### src/rtl/board_io.sv
// board_io: power-on reset stretcher, button debouncer and per-LED PWM driver between the SoC and board pins
module board_io #(
    parameter int NUM_LEDS        = 8,
    parameter int PWM_BITS        = 4,
    parameter int NUM_BTNS        = 6,
    parameter int DEBOUNCE_CYCLES = 100000,
    parameter int POR_CYCLES      = 1024
) (
    input  logic                         bio_clk_i,
    input  logic                         bio_rst_ni,
    output logic                         bio_soc_rst_o,
    input  logic [NUM_LEDS*PWM_BITS-1:0] bio_led_level_i,
    output logic [NUM_LEDS-1:0]          bio_leds_o,
    input  logic [NUM_BTNS-1:0]          bio_btn_ni,
    output logic [NUM_BTNS-1:0]          bio_btn_o,
    output logic [NUM_BTNS-1:0]          bio_btn_press_o
);
    localparam int PW = $clog2(POR_CYCLES + 1);
    localparam int DW = $clog2(DEBOUNCE_CYCLES);
    localparam logic [PW-1:0]       POR_MAX = PW'(POR_CYCLES);
    localparam logic [DW-1:0]       DEB_MAX = DW'(DEBOUNCE_CYCLES - 1);
    localparam logic [PWM_BITS-1:0] PWM_MAX = PWM_BITS'((1 << PWM_BITS) - 2);

    logic [PW-1:0]                        por_cnt;
    logic [NUM_BTNS-1:0]                  sync1, sync2, btn_sync, btn_d;
    logic [NUM_BTNS-1:0][DW-1:0]          deb_cnt;
    logic [PWM_BITS-1:0]                  pwm_cnt;
    logic [NUM_LEDS-1:0][PWM_BITS-1:0]    shadow, eff;
    logic [NUM_LEDS-1:0]                  led_next;

    // POR stretch: count up from release and saturate; SoC held in reset until saturation
    always_ff @(posedge bio_clk_i or negedge bio_rst_ni)
        if (!bio_rst_ni) por_cnt <= '0;
        else if (por_cnt != POR_MAX) por_cnt <= por_cnt + 1'b1;

    assign bio_soc_rst_o = por_cnt != POR_MAX;

    // Two-flop synchroniser on the raw active-low pins; idles at the released level
    always_ff @(posedge bio_clk_i or negedge bio_rst_ni)
        if (!bio_rst_ni) begin
            sync1 <= '1;
            sync2 <= '1;
        end else begin
            sync1 <= bio_btn_ni;
            sync2 <= sync1;
        end

    assign btn_sync = ~sync2;

    // Debounce: accept a new level only after it has held long enough; any bounce restarts the count
    always_ff @(posedge bio_clk_i or negedge bio_rst_ni)
        if (!bio_rst_ni) begin
            deb_cnt   <= '0;
            bio_btn_o <= '0;
        end else begin
            for (int i = 0; i < NUM_BTNS; i++) begin
                if (btn_sync[i] == bio_btn_o[i]) deb_cnt[i] <= '0;
                else if (deb_cnt[i] == DEB_MAX) begin
                    bio_btn_o[i] <= btn_sync[i];
                    deb_cnt[i]   <= '0;
                end else deb_cnt[i] <= deb_cnt[i] + 1'b1;
            end
        end

    // Press pulse one cycle after the debounced level rises
    always_ff @(posedge bio_clk_i or negedge bio_rst_ni)
        if (!bio_rst_ni) begin
            btn_d           <= '0;
            bio_btn_press_o <= '0;
        end else begin
            btn_d           <= bio_btn_o;
            bio_btn_press_o <= bio_btn_o & ~btn_d;
        end

    // At period start the live level is used directly so the first compare already sees the new value
    always_comb begin
        eff      = shadow;
        led_next = '0;
        for (int k = 0; k < NUM_LEDS; k++) begin
            eff[k]      = (pwm_cnt == '0) ? bio_led_level_i[k*PWM_BITS +: PWM_BITS] : shadow[k];
            led_next[k] = (pwm_cnt < eff[k]) && !bio_soc_rst_o;
        end
    end

    // Shared period counter, per-LED shadow latch and registered LED pins
    always_ff @(posedge bio_clk_i or negedge bio_rst_ni)
        if (!bio_rst_ni) begin
            pwm_cnt    <= '0;
            shadow     <= '0;
            bio_leds_o <= '0;
        end else begin
            pwm_cnt    <= (pwm_cnt == PWM_MAX) ? '0 : pwm_cnt + 1'b1;
            shadow     <= eff;
            bio_leds_o <= led_next;
        end
endmodule
### config.mk
export PLATFORM = sky130hd
export DESIGN_NAME = board_io
export DESIGN_NICKNAME = d
export VERILOG_FILES = /design/src/rtl/board_io.sv
export SDC_FILE = /design/constraint.sdc
export NUM_CORES = 1
export LEC_CHECK = 0
export ABC_CLOCK_PERIOD_IN_PS = 2900
export CORE_MARGIN = 2
export CORE_UTILIZATION = 25
export DETAILED_ROUTE_END_ITERATION = 6
export DONT_BUFFER_PORTS = 1
export PLACE_DENSITY = 0.48
export SLEW_MARGIN = 20
export SYNTH_ARGS = -nofsm -noshare
export SYNTH_HDL_FRONTEND = slang
export SYNTH_SLANG_ARGS = --single-unit
### constraint.sdc
create_clock -name bio_clk_i -period 2.9 [get_ports bio_clk_i]
set_clock_uncertainty 0.15 [all_clocks]
set_input_delay 0.58 -clock bio_clk_i [delete_from_list [all_inputs] [get_ports bio_clk_i]]
set_output_delay 0.58 -clock bio_clk_i [all_outputs]
set_load 0.01 [all_outputs]
=== Word-level counts from Yosys, hierarchy flattened ===
Cells that the tools add are included.

* Register bits after elaboration: 187
* Bits in latches: 0
* RAM bits: 0
* Bits in read-only memories: 0
* Input port bits: 40
* Output and inout port bits: 21
* Word-level logic and storage cells: 103
* Memories kept: 0

* Add/sub/neg operators: 8
* Multiply operators: 0
* Divide/modulo/power cells: 0
* $lt $le $gt $ge: 8
* Eq/ne operators: 14
* Shifts and indexed selects: 0
* Muxes and demuxes: 21
* Bitwise operators: 9
* Reductions and logical operators: 16

{| class="wikitable"
|+ Operator list
! cell !! number
|-
| two-way mux 17 bit || 12
|-
| adder 17 x 1 -> 17 bit, second input constant || 6
|-
| equality test 17 bit, second input constant || 6
|-
| two-way mux 4 bit || 9
|-
| less-than comparator 4 bit || 8
|-
| inverter 6 bit || 2
|-
| AND reduction 2 bit || 6
|-
| adder 11 x 1 -> 11 bit, second input constant || 1
|-
| != test 11 bit, second input constant || 1
|-
| logical AND 1 bit || 8
|-
| bitwise AND 6 bit || 1
|-
| equality test 1 bit || 6
|-
| inverter 1 bit || 6
|-
| adder 4 x 1 -> 4 bit, second input constant || 1
|-
| equality test 4 bit, second input constant || 1
|-
| logical NOT 4 bit || 1
|-
| logical NOT 1 bit || 1
|}

=== Depth between registers and ports, before layout ===
* Word-level depth: 4
* Depth in mapped cells: 8
* Mapped depth without buffers: 6

=== Worst setup path after synthesis ===
Ideal clock, no wire load.

* Path kind: register to register
* From: reg pwm_cnt[1]
* To: reg bio_leds_o[2]
* Library setup time: 95 ps
* Arrival time: 2275 ps
* Data required time: 2655 ps
* Setup slack: 380 ps
* Cell stages (with the launch flop): 9
* Path buffers: 2
* Clock period less this slack: 2520 ps
* Path through: dfrtp_1 -> nor4_4 -> buf_6 -> buf_4 -> mux2i_1 -> ha_1 -> a21oi_1 -> nor2b_1 -> nor4b_2

* Longest elaborated chain between the ends: 4

{| class="wikitable"
|+ RTL lines
! item !! line !! text
|-
| start: declaration || 27 || <nowiki>logic [PWM_BITS-1:0] pwm_cnt;</nowiki>
|-
| start signal: assignment || 92 || <nowiki>pwm_cnt <= (pwm_cnt == PWM_MAX) ? '0 : pwm_cnt + 1'b1;</nowiki>
|-
| logical NOT 4 bit || 80 || <nowiki>eff[k] = (pwm_cnt == '0) ? bio_led_level_i[k*PWM_BITS +: PWM_BITS] : shadow[k];</nowiki>
|-
| two-way mux 4 bit || 80 ||
|-
| less-than comparator 4 bit * || 81 || <nowiki>led_next[k] = (pwm_cnt < eff[k]) && !bio_soc_rst_o;</nowiki>
|-
| logical AND 1 bit * || 81 ||
|-
| via led_next[2] || 29 || <nowiki>logic [NUM_LEDS-1:0] led_next;</nowiki>
|-
| end signal: assignment || 94 || <nowiki>bio_leds_o <= led_next;</nowiki>
|-
| end: declaration || 13 || <nowiki>output logic [NUM_LEDS-1:0] bio_leds_o,</nowiki>
|}

Mark *: on every way through the listed nets, which the timed path passes. The rest lies on a longest branch.
A chain may end at the register's enable or synchronous reset.

=== Worst setup path in the final report ===
* From: reg por_cnt[8]
* To: out bio_soc_rst_o

* Longest elaborated chain between the ends: 1

{| class="wikitable"
|+ RTL lines
! item !! line !! text
|-
| start: declaration || 24 || <nowiki>logic [PW-1:0] por_cnt;</nowiki>
|-
| start signal: assignment || 34 || <nowiki>else if (por_cnt != POR_MAX) por_cnt <= por_cnt + 1'b1;</nowiki>
|-
| != test 11 bit || 36 || <nowiki>assign bio_soc_rst_o = por_cnt != POR_MAX;</nowiki>
|-
| end: declaration || 11 || <nowiki>output logic bio_soc_rst_o,</nowiki>
|}

Every way passes these cells.

==> flow_summary_export.csv <==
group,metric,value,unit
routing,wl_per_cell,13.5,um
synthesis,synth_top_area_share,50.2,%
synthesis,yosys.area_share.xor_xnor,9.43,%
flow_run,cap_viol_max_count,0,
global_routing,grtUsageTotal,10.1,%
clocking,numCtsBuffers,17,
clocking,cts_sinks,187,
global_routing,grt_pass1_vias,5809,
clocking,path_clk_slew,0.08,ns
critical_path,crit_type,"reg2out",
die,start_util,25.3,%
synthesis,synth_top_area_cell,"dfrtp_1",
timing,hold_viol_final,178,
synthesis,syn_inst,784,
timing,fin_hold_ws,-0.305,ns
critical_path,start_kind,"flop",
synthesis,synthFlopType,"dfrtp_1",
die,fp.coreArea,34500,sq um
clocking,cts_hold_buf,6,
die,die_y,191,um
timing,worst-slew-pin-transition,0.602,ns
critical_path,slowest_stage,"or4_1",
die,rows,68,
synthesis,muxShareOfSynthArea,4.20,%
synthesis,synth-edff-count,0,
routing,drt-total-wl,17.1,mm
power_and_ir_drop,fin_total_pwr,0.00518,W
synthesis,synth-compound-area-share,3.23,%
synthesis,synthDistinctLibCells,40,
power_and_ir_drop,leakagePower,4.08,nW
routing,drt_iter0_drc,265,
global_routing,antenna_found_initial,0,
die,dieWidth,191,um
synthesis,synth_area,8730,sq um
clocking,cts_resized,0,
clocking,cts_tree,"done",
critical_path,crit_buf_inv,1,
timing,rsz0062_at_grt,"no",
power_and_ir_drop,ir_drop,378,uV
critical_path,cp_cell_sequence,"or4_1 -> nor4_2 -> inv_1",
global_routing,grt_pass1_wl,29.4,mm
clocking,post_cts_buffers,0,
timing,slew_violations,0,
clocking,clk_path_buf_depth,2,
routing,drt_first_pass_iters,4,
layout,fin_area,9920,sq um
min_path,hold_class,"in2async",
timing,max_freq,0.362,GHz
die,pin_count,61,
synthesis,ys_top_cells_by_area,"dfrtp_1, xnor2_1, ha_1",
synthesis,synth_warnings,0,
critical_path,crit_family,"simple AND/OR/NAND/NOR gates",
synthesis,async_flop_share,100,%
status,status,"finished with violations",
synthesis,synth_top_family_by_area,"simple AND/OR/NAND/NOR gates",
critical_path,path_max_fanout,3,
routing,viasPerCell,4.42,
timing,report.final.setup_viol,0,
synthesis,synth_common_cells,"dfrtp_1, nor2_1, xnor2_1",
power_and_ir_drop,p_per_area,522,nW/um^2
timing,fin_setup_tns,0,ns
placement,portBuffers,0,
global_routing,overflow,0,
critical_path,required,2.17,ns
critical_path,worst_setup_path_end_kind,"primary output",
synthesis,synthAdderAreaFrac,4.59,%
synthesis,synth-seq-cells,187,
clocking,htree_num_levels,4,
layout,nets,870,
routing,vias,5596,
timing,relSlewSlack,59.5,%
global_routing,grt_max_degree,188,
layout,drive_above_1_share,9.49,%
routing,drc_errors,0,
synthesis,syn_nets,856,
status,violations,"negative hold slack",
synthesis,yosysSeqAreaShare,53.8,%
placement,place_congestion,0.710,
timing,period_needed,2.76,ns
die,die-area,36400,sq um
synthesis,synthSimpleGateAreaFrac,22.4,%
critical_path,slowest_delay,0.55,ns
critical_path,rrSetupSlack,0.51,ns
clocking,cts_root_buffer,"clkbuf_16",
critical_path,critPathArrivalTime,2.03,ns
layout,diodes,0,
layout,syn_to_final_growth,13.6,%
synthesis,yosysMostFrequentCell,"dfrtp_1",
placement,hpwlAfterDp,10.8,mm
routing,final_antenna_net_count,0,
placement,placed_area,9260,sq um
timing,finalCritPeriodShare,95.2,%
synthesis,synth_area_per_cell,11.1,sq um
clocking,insertion_delay,0.44,ns
-- layout by cell type (no fill, tap or decap), types with 6 or more instances in the layout --
cell type,count
dfrtp_1,175
dfstp_2,12
and4_1,18
and3_1,10
nor4b_2,8
nor3_1,12
o21ai_0,15
xnor2_1,53
nor4_1,8
dlygate4sd3_1,6
mux2i_1,25
nand2_1,50
ha_1,32
xor2_1,41
nor2_1,89
a21oi_1,23
nor2b_1,14
nor4bb_1,17
inv_1,29
clkbuf_16,17
nand3_1,49
and2_1,7
nand4_1,32
-- through the flow --
step	cells	util, %	hold WS, ns	worst slack (ns)
detailed placement	1228	26.9	0.144	0.543
global route	1266	28.8	-0.355	0.0386
CTS	1266	28.8	-0.346	0.0636
floorplan	784	-	0.134	0.380
finish	1266	28.8	-0.305	0.139
global placement	1228	26.9	0.147	0.563
-- final timing paths --
| check | endpoint | startpoint | depth (start not counted) |
|---|---|---|---|
| worst min-delay path | shadow[21] | bio_rst_ni | 0 |
| worst max-delay path | bio_soc_rst_o | por_cnt[8] | 3 |
| worst min register to register | sync2[3] | sync1[3] | 0 |
| max in group asynchronous | sync2[2] | bio_rst_ni | 0 |
| worst max register to register | bio_leds_o[1] | pwm_cnt[0] | 7 |
| min in group bio_clk_i | shadow[27] | bio_led_level_i[27] | 2 |
-- state kept, by name (all words and copies together), names as in the netlist --
signal / flops
pwm_cnt: 4
btn_d: 6
por_cnt: 11
sync1: 6
shadow: 32
bio_btn_press_o: 6
sync2: 6
bio_btn_o: 6
bio_leds_o: 8
deb_cnt: 102
-- logic make-up after synthesis --
kind of cell             after synthesis
AND/OR/NAND/NOR                      341
flip-flops                           187
XOR/XNOR                              94
AO/OA/AOI/OAI                         49
buffers and inverters                 47
multiplexers                          34
adder cells (fa/ha/maj)               32
-- report_power, final --
part | switching (W) | internal, W | total, W | leakage [nW]
Combinational | 0.0000764 | 0.0000575 | 0.000134 | 1.33
Clock | 0.00119 | 0.00117 | 0.00235 | 0.289
Sequential | 0.0000320 | 0.00266 | 0.00270 | 2.46
Total | 0.00129 | 0.00389 | 0.00518 | 4.08
-- area by class of cell --
| type | instances | area, sq um |
|---|---|---|
| clock inverters | 15 | 173 |
| repair buffers | 12 | 118 |
| fillers | 3516 | 24500 |
| well taps | 455 | 569 |
| multi-input cells | 550 | 3830 |
| flip-flops and latches | 187 | 4690 |
| clock buffers | 17 | 425 |
| inverters | 30 | 113 |
-- layer usage --
| layer | track usage, % | routed length, um | vias up | share of wire, % |
|---|---|---|---|---|
| met5 | 0 | 0 | - | 0 |
| met2 | 15.7 | 7750 | 92 | 45 |
| li1 | - | - | 2774 | - |
| met4 | 3.34 | 167 | 0 | 0.98 |
| met3 | 3.99 | 1140 | 11 | 6.6 |
| met1 | 12.8 | 8030 | 2719 | 47 |
Note: power is estimated with default switching activity, not from simulation.
